==> src/rtl/syscall_console_responder_if.sv <==
// rtl/syscall_console_responder_if.sv - syscall request and character stream bundle
//
// Purpose: groups the syscall request handshake (initiator -> responder) and the
// console character stream (responder -> sink) into one interface.
// Signals:
//   sys_valid/sys_v0/sys_a0 : request from the syscall stage
//   sys_ready               : responder accepts the request this cycle
//   out_valid/out_char      : character presented by the responder
//   out_ready               : sink accepts the character
// Modports: master = syscall stage plus console sink, slave = responder.
interface syscall_console_responder_if;
  logic        sys_valid;
  logic [31:0] sys_v0;
  logic [31:0] sys_a0;
  logic        sys_ready;
  logic        out_valid;
  logic [7:0]  out_char;
  logic        out_ready;

  modport master (
    output sys_valid, sys_v0, sys_a0, out_ready,
    input  sys_ready, out_valid, out_char
  );

  modport slave (
    input  sys_valid, sys_v0, sys_a0, out_ready,
    output sys_ready, out_valid, out_char
  );
endinterface

==> src/rtl/syscall_console_responder.sv <==
// rtl/syscall_console_responder.sv - syscall responder: print_string, print_int, exit
//
// Purpose: accepts one syscall request at a time and services it, streaming ASCII
// characters out and reading NUL-terminated strings from word-wide data memory.
// Ports:
//   clk, rst     : clock, asynchronous active-high reset
//   bus (slave)  : request handshake and character stream
//   busy         : high whenever the FSM is not in IDLE
//   mem_rd_en    : one-cycle read strobe per word; mem_addr is word aligned
//   mem_rd_data  : big-endian read data, valid MEM_LAT cycles after mem_rd_en
//   done         : one-cycle pulse when a request completes
//   halted       : sticky, set by exit (v0=10), cleared only by reset
// Optional feature macro: SYSCALL_PRINT_CHAR_EN (v0=11 prints a0[7:0]).
module syscall_console_responder #(
  parameter int unsigned MAX_STR_LEN = 1024,
  parameter int unsigned MEM_LAT     = 1
) (
  input  logic                          clk,
  input  logic                          rst,
  syscall_console_responder_if.slave    bus,
  output logic                          busy,
  output logic                          mem_rd_en,
  output logic [31:0]                   mem_addr,
  input  logic [31:0]                   mem_rd_data,
  output logic                          done,
  output logic                          halted
);

  typedef enum logic [3:0] {
    IDLE, STR_REQ, STR_WAIT, STR_EMIT, INT_SIGN, INT_DIGIT, INT_EMIT,
    CHAR_EMIT, HALT, DONE
  } state_t;

  state_t      state_q, state_d;
  logic [31:0] a0_q, a0_d;
  logic [31:0] ptr_q, ptr_d;
  logic [31:0] word_q, word_d;
  logic [1:0]  idx_q, idx_d;
  logic [31:0] cnt_q, cnt_d;
  logic [1:0]  wait_q, wait_d;
  logic [31:0] mag_q, mag_d;
  logic [3:0]  pow_q, pow_d;
  logic [3:0]  digit_q, digit_d;
  logic        started_q, started_d;
  logic        halted_q, halted_d;
  logic [7:0]  cur_byte;

  // pow index 0 selects 10^9, index 9 selects 10^0
  function automatic logic [31:0] pow10(input logic [3:0] i);
    case (i)
      4'd0:    pow10 = 32'd1000000000;
      4'd1:    pow10 = 32'd100000000;
      4'd2:    pow10 = 32'd10000000;
      4'd3:    pow10 = 32'd1000000;
      4'd4:    pow10 = 32'd100000;
      4'd5:    pow10 = 32'd10000;
      4'd6:    pow10 = 32'd1000;
      4'd7:    pow10 = 32'd100;
      4'd8:    pow10 = 32'd10;
      default: pow10 = 32'd1;
    endcase
  endfunction

  // big-endian: byte 0 of the word sits in [31:24]
  always_comb begin
    case (idx_q)
      2'd0:    cur_byte = word_q[31:24];
      2'd1:    cur_byte = word_q[23:16];
      2'd2:    cur_byte = word_q[15:8];
      default: cur_byte = word_q[7:0];
    endcase
  end

  always_ff @(posedge clk or posedge rst) begin
    if (rst) begin
      state_q   <= IDLE;
      a0_q      <= '0;
      ptr_q     <= '0;
      word_q    <= '0;
      idx_q     <= '0;
      cnt_q     <= '0;
      wait_q    <= '0;
      mag_q     <= '0;
      pow_q     <= '0;
      digit_q   <= '0;
      started_q <= 1'b0;
      halted_q  <= 1'b0;
    end else begin
      state_q   <= state_d;
      a0_q      <= a0_d;
      ptr_q     <= ptr_d;
      word_q    <= word_d;
      idx_q     <= idx_d;
      cnt_q     <= cnt_d;
      wait_q    <= wait_d;
      mag_q     <= mag_d;
      pow_q     <= pow_d;
      digit_q   <= digit_d;
      started_q <= started_d;
      halted_q  <= halted_d;
    end
  end

  always_comb begin
    state_d       = state_q;
    a0_d          = a0_q;
    ptr_d         = ptr_q;
    word_d        = word_q;
    idx_d         = idx_q;
    cnt_d         = cnt_q;
    wait_d        = wait_q;
    mag_d         = mag_q;
    pow_d         = pow_q;
    digit_d       = digit_q;
    started_d     = started_q;
    halted_d      = halted_q;
    bus.sys_ready = 1'b0;
    bus.out_valid = 1'b0;
    bus.out_char  = 8'h00;
    mem_rd_en     = 1'b0;
    mem_addr      = 32'h0;
    done          = 1'b0;

    case (state_q)
      IDLE: begin
        // gated by rst so every output reads 0 while reset is held
        bus.sys_ready = !halted_q && !rst;
        if (bus.sys_valid && bus.sys_ready) begin
          a0_d      = bus.sys_a0;
          ptr_d     = bus.sys_a0;
          cnt_d     = '0;
          pow_d     = '0;
          digit_d   = '0;
          started_d = 1'b0;
          case (bus.sys_v0)
            32'd4:   state_d = STR_REQ;
            32'd1:   state_d = INT_SIGN;
            32'd10:  state_d = HALT;
`ifdef SYSCALL_PRINT_CHAR_EN
            32'd11:  state_d = CHAR_EMIT;
`endif
            default: state_d = DONE;
          endcase
        end
      end
      STR_REQ: begin
        mem_rd_en = 1'b1;
        mem_addr  = {ptr_q[31:2], 2'b00};
        idx_d     = ptr_q[1:0];
        wait_d    = '0;
        state_d   = STR_WAIT;
      end
      STR_WAIT: begin
        if (wait_q == 2'(MEM_LAT - 1)) begin
          word_d  = mem_rd_data;
          state_d = STR_EMIT;
        end else begin
          wait_d = wait_q + 2'd1;
        end
      end
      STR_EMIT: begin
        if (cur_byte == 8'h00) begin
          state_d = DONE;
        end else begin
          bus.out_valid = 1'b1;
          bus.out_char  = cur_byte;
          if (bus.out_ready) begin
            ptr_d = ptr_q + 32'd1;
            cnt_d = cnt_q + 32'd1;
            if (cnt_q + 32'd1 == MAX_STR_LEN) state_d = DONE;
            else if (idx_q == 2'd3)           state_d = STR_REQ;
            else                              idx_d   = idx_q + 2'd1;
          end
        end
      end
      INT_SIGN: begin
        if (a0_q[31]) begin
          bus.out_valid = 1'b1;
          bus.out_char  = 8'h2D;
          if (bus.out_ready) begin
            mag_d   = 32'd0 - a0_q;
            state_d = INT_DIGIT;
          end
        end else begin
          mag_d   = a0_q;
          state_d = INT_DIGIT;
        end
      end
      INT_DIGIT: begin
        if (mag_q >= pow10(pow_q)) begin
          mag_d   = mag_q - pow10(pow_q);
          digit_d = digit_q + 4'd1;
        end else begin
          state_d = INT_EMIT;
        end
      end
      INT_EMIT: begin
        if (digit_q == 4'd0 && !started_q && pow_q != 4'd9) begin
          pow_d   = pow_q + 4'd1;
          state_d = INT_DIGIT;
        end else begin
          bus.out_valid = 1'b1;
          bus.out_char  = 8'h30 + {4'd0, digit_q};
          if (bus.out_ready) begin
            started_d = 1'b1;
            digit_d   = '0;
            if (pow_q == 4'd9) begin
              state_d = DONE;
            end else begin
              pow_d   = pow_q + 4'd1;
              state_d = INT_DIGIT;
            end
          end
        end
      end
      CHAR_EMIT: begin
        bus.out_valid = 1'b1;
        bus.out_char  = a0_q[7:0];
        if (bus.out_ready) state_d = DONE;
      end
      HALT: begin
        halted_d = 1'b1;
        state_d  = DONE;
      end
      DONE: begin
        done    = 1'b1;
        state_d = IDLE;
      end
      default: state_d = IDLE;
    endcase
  end

  assign busy   = (state_q != IDLE);
  assign halted = halted_q;

endmodule

==> src/flat_wrapper.sv <==
// flat-port wrapper written by rule: the top's interface ports become plain ports
module syscall_console_responder_flat 
#(
  parameter int unsigned MAX_STR_LEN = 1024,
  parameter int unsigned MEM_LAT     = 1
)
  (clk, rst, busy, mem_rd_en, mem_addr, mem_rd_data, done, halted, bus_sys_valid, bus_sys_v0, bus_sys_a0, bus_out_ready, bus_sys_ready, bus_out_valid, bus_out_char);
  syscall_console_responder_if bus_i ();
  input  logic clk;
  input  logic rst;
  output logic busy;
  output logic mem_rd_en;
  output logic [31:0] mem_addr;
  input  logic [31:0] mem_rd_data;
  output logic done;
  output logic halted;
  input wire logic [$bits(bus_i.sys_valid)-1:0] bus_sys_valid;
  input wire logic [$bits(bus_i.sys_v0)-1:0] bus_sys_v0;
  input wire logic [$bits(bus_i.sys_a0)-1:0] bus_sys_a0;
  input wire logic [$bits(bus_i.out_ready)-1:0] bus_out_ready;
  output wire logic [$bits(bus_i.sys_ready)-1:0] bus_sys_ready;
  output wire logic [$bits(bus_i.out_valid)-1:0] bus_out_valid;
  output wire logic [$bits(bus_i.out_char)-1:0] bus_out_char;
  assign bus_i.sys_valid = bus_sys_valid;
  assign bus_i.sys_v0 = bus_sys_v0;
  assign bus_i.sys_a0 = bus_sys_a0;
  assign bus_i.out_ready = bus_out_ready;
  assign bus_sys_ready = bus_i.sys_ready;
  assign bus_out_valid = bus_i.out_valid;
  assign bus_out_char = bus_i.out_char;
  syscall_console_responder #(.MAX_STR_LEN(MAX_STR_LEN), .MEM_LAT(MEM_LAT)) u_core (.clk(clk), .rst(rst), .bus(bus_i), .busy(busy), .mem_rd_en(mem_rd_en), .mem_addr(mem_addr), .mem_rd_data(mem_rd_data), .done(done), .halted(halted));
endmodule
==> config.mk <==
export PLATFORM = sky130hd
export DESIGN_NAME = syscall_console_responder_flat
export DESIGN_NICKNAME = d
export VERILOG_FILES = /design/src/rtl/syscall_console_responder_if.sv /design/src/rtl/syscall_console_responder.sv /design/src/flat_wrapper.sv
export SDC_FILE = /design/constraint.sdc
export NUM_CORES = 1
export LEC_CHECK = 0
export CAP_MARGIN = 25
export CELL_PAD_IN_SITES_DETAIL_PLACEMENT = 1
export CELL_PAD_IN_SITES_GLOBAL_PLACEMENT = 2
export CORE_AREA = 2 2 186 188
export CTS_CLUSTER_DIAMETER = 80
export DETAILED_ROUTE_END_ITERATION = 16
export DIE_AREA = 0 0 188 190
export GPL_ROUTABILITY_DRIVEN = 0
export GPL_TIMING_DRIVEN = 0
export PLACE_DENSITY_LB_ADDON = 0.25
export SLEW_MARGIN = 20
export SYNTH_ARGS = -nofsm -noshare
export SYNTH_HDL_FRONTEND = slang
export SYNTH_SLANG_ARGS = --single-unit
==> constraint.sdc <==
create_clock -name clk -period 13 [get_ports clk]
set_input_delay 3.9 -clock clk [delete_from_list [all_inputs] [get_ports clk]]
set_output_delay 3.9 -clock clk [all_outputs]
set_load 0.01 [all_outputs]
==> metrics.txt, run 1 <==
core area=33900 µm²; peak supply drop=0.000120 V; Rel. slew slack=29.3%; Mapped Avg Cell Area=8.11 µm²; Setup Buffers After CTS=0; pins over their slew limit=0; GR Util All Layers=26.0%; Comb power frac=55.5%; WS Path Type=input port to primary output; CP Capture Type=primary output; unrepaired setup endpoints after global routing=false; CP peak stage delay=570 ps; DIE WIDTH=188 µm; type of origin of the critical path=input port; Initial Utilization=36.2%; clock slew at reported path FFs=70 ps; hold_buf cts=0; #FFs+latches synth=178; CTS sink cnt=178; Die Height=190 µm; Hold Path Class=flop to flop; post-route insts no fill=2147; clk buf depth=2; total power=3.33 mW; required time worst endpoint=9100 ps; Switching Share=47.7%; net switching power=1.59 mW; CTS tree=done; Leakage Power=6.27 nW; HPWL after detailed placement=35100 µm; most frequent CP cell=clkdlybuf4s50_1; DR iter-0 viols=797; number of synthesized flops with an enable pin=0; worst setup margin=3870 ps; post-cts sizing count=0; initial antenna violation count=1; multiplexer share of the synthesized area=4.43%; Commonest cells post-synth=232 x nand2_1, 178 x dfrtp_1, 136 x o21ai_0; boundary pin count=146; Synth Instances=1513; clock share of power=16.8%; Final setup viols=0; Clk Latency, worst-skew pair=460 ps; WP buf/inv=2; most area-hungry cell type in the Yosys netlist=dfrtp_1; largest net degree at the start of global routing=78; largest fanout on the critical path=3; CTS root buffer=clkbuf_16; Synth Area in Compound Gates=21.7%; share of cells above drive strength 1=6.50%; global-route wire length before repair=72300 µm; Fin Clk Skew=12.2 ps; ys flop type=dfrtp_1; Arr. time, crit path=5230 ps; Adder-Cell Fraction of Synth Area=5.16%; Simple-Gate Fraction of Synth Area=24.0%; Max H-tree Level=4; Final Core Density=44.0%; wire per inst=21.4 µm; Yosys top cell area share=36.3%; Routed Wire Length=46000 µm; CP delay by family, top=buffers and inverters; Synth cell types=74; maximum clock frequency=0.110 GHz; YS warnings=0; Sequential Power Share=27.7%; asr flop ratio synth=100%; fin crit share=70.2%; via-per-instance ratio=5.73; top cells by area, synth=dfrtp_1 36%, nand2_1 7.1%, o21ai_0 5.5%; Placed Instances=2113; pwr/cell area=223 nW/µm²; Worst-Margin Slew=1060 ps; fin crit period=9130 ps; Port Buf Inserts=142; P_int=1.74 mW; DRC=0; Final Hold Fails=0; GR Overflow Total=0; final setup TNS=0 ps; top-count cell post-synth=nand2_1; ant diodes=0; Die Area=35700 µm²; area grow syn2layout=21.8%; vias in the first global route=12500; status=finished, final reports clean; Post-Syn Area=12300 µm²; via count=12300; DRT antenna net count=0; slowest CP cell=clkdlybuf4s50_1; drt pass-1 iters=5; xor/xnor share of the synthesized area=4.35%; number of buffers created by CTS=17; Final Net Count=1829; crit-path cells=clkdlybuf4s50_1, nor3_1, clkdlybuf4s50_1; pre-CTS setup slack=3840 ps; largest family of logic cells by synthesized area=simple AND/OR/NAND/NOR gates; maxcap violations=0; # rows=68; sequential fraction of the synthesis area=36.3%
## metrics by stage
stage	hold slack, ps	area [µm²]
2_1_floorplan	464	12300
3_3_place_gp	483	14300
3_5_place_dp	491	14300
4_1_cts	508	14900
5_1_grt	526	15000
6_report	506	15000
## per-layer routing
layer / GRT usage (%) / routed length [µm]
met4: 6.81 / 773
met5: 0 / 0
met2: 43.2 / 21800
met1: 35.0 / 21400
met3: 4.32 / 2060
## placed cells by master (no fill, tap or decap), types with 7 or more instances in the layout
master,instances
buf_2,9
and4_1,9
dfrtp_1,178
xnor2_1,33
nor3_1,26
inv_1,37
a222oi_1,7
nand2b_1,17
clkbuf_16,17
a211oi_1,10
and2_1,8
and3_1,45
o22ai_1,22
o211ai_1,9
nand2_1,232
nor2b_1,7
o31ai_1,27
or2_2,8
a31oi_1,18
a21o_1,17
clkdlybuf4s50_1,142
nand3_1,58
nor4_1,17
clkbuf_1,70
nor2_1,117
or3_1,17
mux2_2,43
a21oi_1,128
o21ai_0,136
nand4_1,26
xor2_1,28
ha_1,49
## power by group through the flow
stage | Sequential, mW | Combinational [mW] | Clock, mW
CTS | 0.917 | 1.85 | 0.568
global placement | 0.919 | 1.79 | 0
global route | 0.946 | 2.04 | 0.590
detailed placement | 0.927 | 1.83 | 0
finish | 0.920 | 1.85 | 0.560
floorplan | 0.861 | 1.17 | 0
## final cells by class
class,instances,area [µm²]
Clock inverter,14,169
Sequential cell,178,4450
Fill cell,4040,19000
Tap cell,455,569
Timing Repair Buffer,146,1490
Inverter,40,158
Clock buffer,18,439
Multi-Input combinational cell,1209,7330
Buffer,87,345
## final timing paths
| kind | from | end | slack [ps] | depth (start not counted) |
|---|---|---|---|---|
| worst max-delay path | rst | bus_sys_ready | 3870 | 3 |
| worst min-delay path | u_core.word_q[1] | u_core.word_q[1] | 510 | 1 |
| worst max register to register | u_core.pow_q[3] | u_core.mag_q[9] | 8220 | 15 |
| worst min register to register | u_core.word_q[1] | u_core.word_q[1] | 510 | 1 |
| max in group asynchronous | rst | u_core.a0_q[21] | 8030 | 4 |
| min in group asynchronous | rst | u_core.word_q[22] | 3900 | 2 |
## state kept, by name, summed over array words and instances (netlist names)
name / cells
u_core.idx_q: 2
u_core.cnt_q: 32
u_core.wait_q: 2
u_core.state_q: 4
u_core.a0_q: 32
u_core.mag_q: 32
u_core.ptr_q: 32
u_core.word_q: 32
u_core.started_q: 1
u_core.pow_q: 4
u_core.digit_q: 4
u_core.halted: 1
## cells by family after synthesis
group | after synthesis
DFF | 178
AOI/OAI and AO/OA | 435
muxes | 49
and+or+nand+nor | 612
xor gates and xnor gates | 61
buffers and inverters | 127
adders and majority gates | 50
other | 1
No activity file was read; power rests on OpenSTA's default activity.
==> run 2: changes to the inputs <==
- CORE_AREA: 2 2 186 188 -> 2 2 194 196
- DIE_AREA: 0 0 188 190 -> 0 0 196 198
- clock period: 13 -> 9.1 ns (I/O delays scaled with it)
==> run 2 against run 1 <==
Compared with the run above:
- flip-flop and latch count is the same
- clock power up 37%
- global-route usage shrank 1.2 points
- worst hold slack better by 4.8 ps
- register-to-register slack worse by 4000 ps
- critical path depth rose by 4
- via count shrank 0.60%
- core utilization down 3.5 points
- sequential share of layout area is essentially flat
- worst setup slack got worse by 2000 ps
- clock-buffer cell count shrank 1
- critical path type is now flop to primary output
- largest cell class unchanged
==> metrics.txt, run 2 (synthesis gave the netlist of run 1 again) <==
hold depth=1 (unchanged); crit-path cells=clkbuf_1, clkinv_1, nor2_1, clkbuf_1, clkbuf_1, a221o_1, clkdlybuf4s50_1; pwr/cell area=316 nW/µm² (+42%); status=finished, final reports clean; area grow syn2layout=22.0%; maxcap violations=0 (unchanged); Final Hold Fails=0 (unchanged); Fillers=4446 (+10%); global-route wire length before repair=74500 µm (+2.9%); fin crit share=79.5%; initial antenna violation count=1 (unchanged); Final Net Count=1829 (unchanged); pins over their slew limit=0 (unchanged); core area=37000 µm² (+8.9%); design area=15000 µm² (+0.14%); required time worst endpoint=6370 ps (-2730 ps); DR iter-0 viols=669 (-16%); HPWL after detailed placement=36900 µm (+5.2%); fin crit period=7240 ps; total power=4.73 mW (+42%); Max H-tree Level=4 (unchanged); hold_buf cts=0 (unchanged); GR Overflow Total=0 (unchanged); Port Buf Inserts=142 (unchanged); Fin Clk Skew=15.2 ps (+3.06 ps); CTS tree=done; most frequent CP cell=clkbuf_1; CP peak stage delay=860 ps (+290 ps); # rows=71 (+4.4%); via count=12200 (-0.60%); DRT antenna net count=0 (unchanged); via-per-instance ratio=5.64 (-1.5%); Setup Buffers After CTS=0 (unchanged); slowest CP cell=nor2_1; CP Depth=7 (+4); maximum clock frequency=0.138 GHz; Rel. slew slack=29.8% (+0.49 points); clk buf depth=2 (unchanged); Clk Latency, worst-skew pair=460 ps (about the same); drt pass-1 iters=5 (unchanged); CTS root buffer=clkbuf_16; Hold Path Class=flop to flop; Initial Utilization=33.2% (-2.9 points); R2R cell count=15 (unchanged); number of buffers created by CTS=17 (unchanged); boundary pin count=146 (unchanged); wire per inst=21.9 µm (+2.0%); CP Capture Type=primary output; largest net degree at the start of global routing=96 (+23%); placed cell areas=14400 µm² (+0.21%); worst setup margin=1860 ps (-2010 ps); Die Height=198 µm (+4.2%); WS Path Type=flop to primary output; Die Area=38800 µm² (+8.6%); post-cts sizing count=0 (unchanged); final setup TNS=0 ps (unchanged); DIE WIDTH=196 µm (+4.3%); type of origin of the critical path=flop; WP buf/inv=5 (+3); GR Util All Layers=24.8% (-1.2 points); largest fanout on the critical path=10 (+7); Routed Wire Length=47400 µm (+3.0%); Arr. time, crit path=4510 ps (-720 ps); leading cell type in the layout, fill and taps excluded=nand2_1; share of cells above drive strength 1=6.56% (+0.059 points); CTS sink cnt=178 (unchanged); Leakage Power=6.26 nW (-0.18%); Worst-Margin Slew=1050 ps (-13.7 ps); unrepaired setup endpoints after global routing=false; CP delay by family, top=buffers and inverters; most frequent cells in the layout=232 x nand2_1, 178 x dfrtp_1, 142 x clkdlybuf4s50_1; peak supply drop=0.000151 V (+26%); clock slew at reported path FFs=80 ps (about the same); DRC=0 (unchanged); Final setup viols=0 (unchanged); vias in the first global route=12700 (+1.3%); pre-CTS setup slack=2290 ps (-1550 ps)
## run 2: per-layer routing
layer  share of wire, %  up-vias  wire [µm]  global-route usage [%]
li1                   -     5832          -                       -
met1                 45     6126      21500                    32.2
met2                 50      210      23700                    44.1
met3                2.8       52       1310                    2.49
met4                2.0        0        943                    6.34
met5                  0        -          0                       0
## run 2: stage by stage
stage | hold slack (ps) | utilization, % | instances
after floorplan | 464 | - | 1514
after global placement | 479 | 38.7 | 2130
after detailed placement | 493 | 38.9 | 2132
after CTS | 514 | 40.5 | 2164
after global routing | 524 | 40.5 | 2167
final | 510 | 40.5 | 2167
## run 2: final timing paths
kind / slack, ps / to / startpoint
setup / recovery: 1860 / bus_out_char[4] / u_core.state_q[0]
max in group asynchronous: 5370 / u_core.a0_q[26] / rst
setup reg to reg: 4180 / u_core.mag_q[0] / u_core.pow_q[3]
hold reg to reg: 510 / u_core.word_q[2] / u_core.word_q[2]
hold / removal: 510 / u_core.word_q[2] / u_core.word_q[2]
min in group asynchronous: 2640 / u_core.wait_q[0] / rst
## run 2: where the power goes
group	total, mW	internal, mW	switching, mW
Sequential	1.31	1.04	0.268
Clock	0.768	0.371	0.397
Combinational	2.65	1.03	1.62
Total	4.73	2.44	2.29
## run 2: area by class of cell
cell class / instances / area, µm² / area share (%)
Multi-Input combinational cell: 1209 / 7340 / 49.0
Sequential cell: 178 / 4450 / 29.8
Timing Repair Buffer: 146 / 1490 / 9.94
Tap cell: 474 / 593 / 3.96
Clock buffer: 17 / 425 / 2.84
Buffer: 87 / 345 / 2.31
Clock inverter: 15 / 169 / 1.13
Inverter: 40 / 158 / 1.05
Antenna cell: 1 / 2.50 / 0.0167
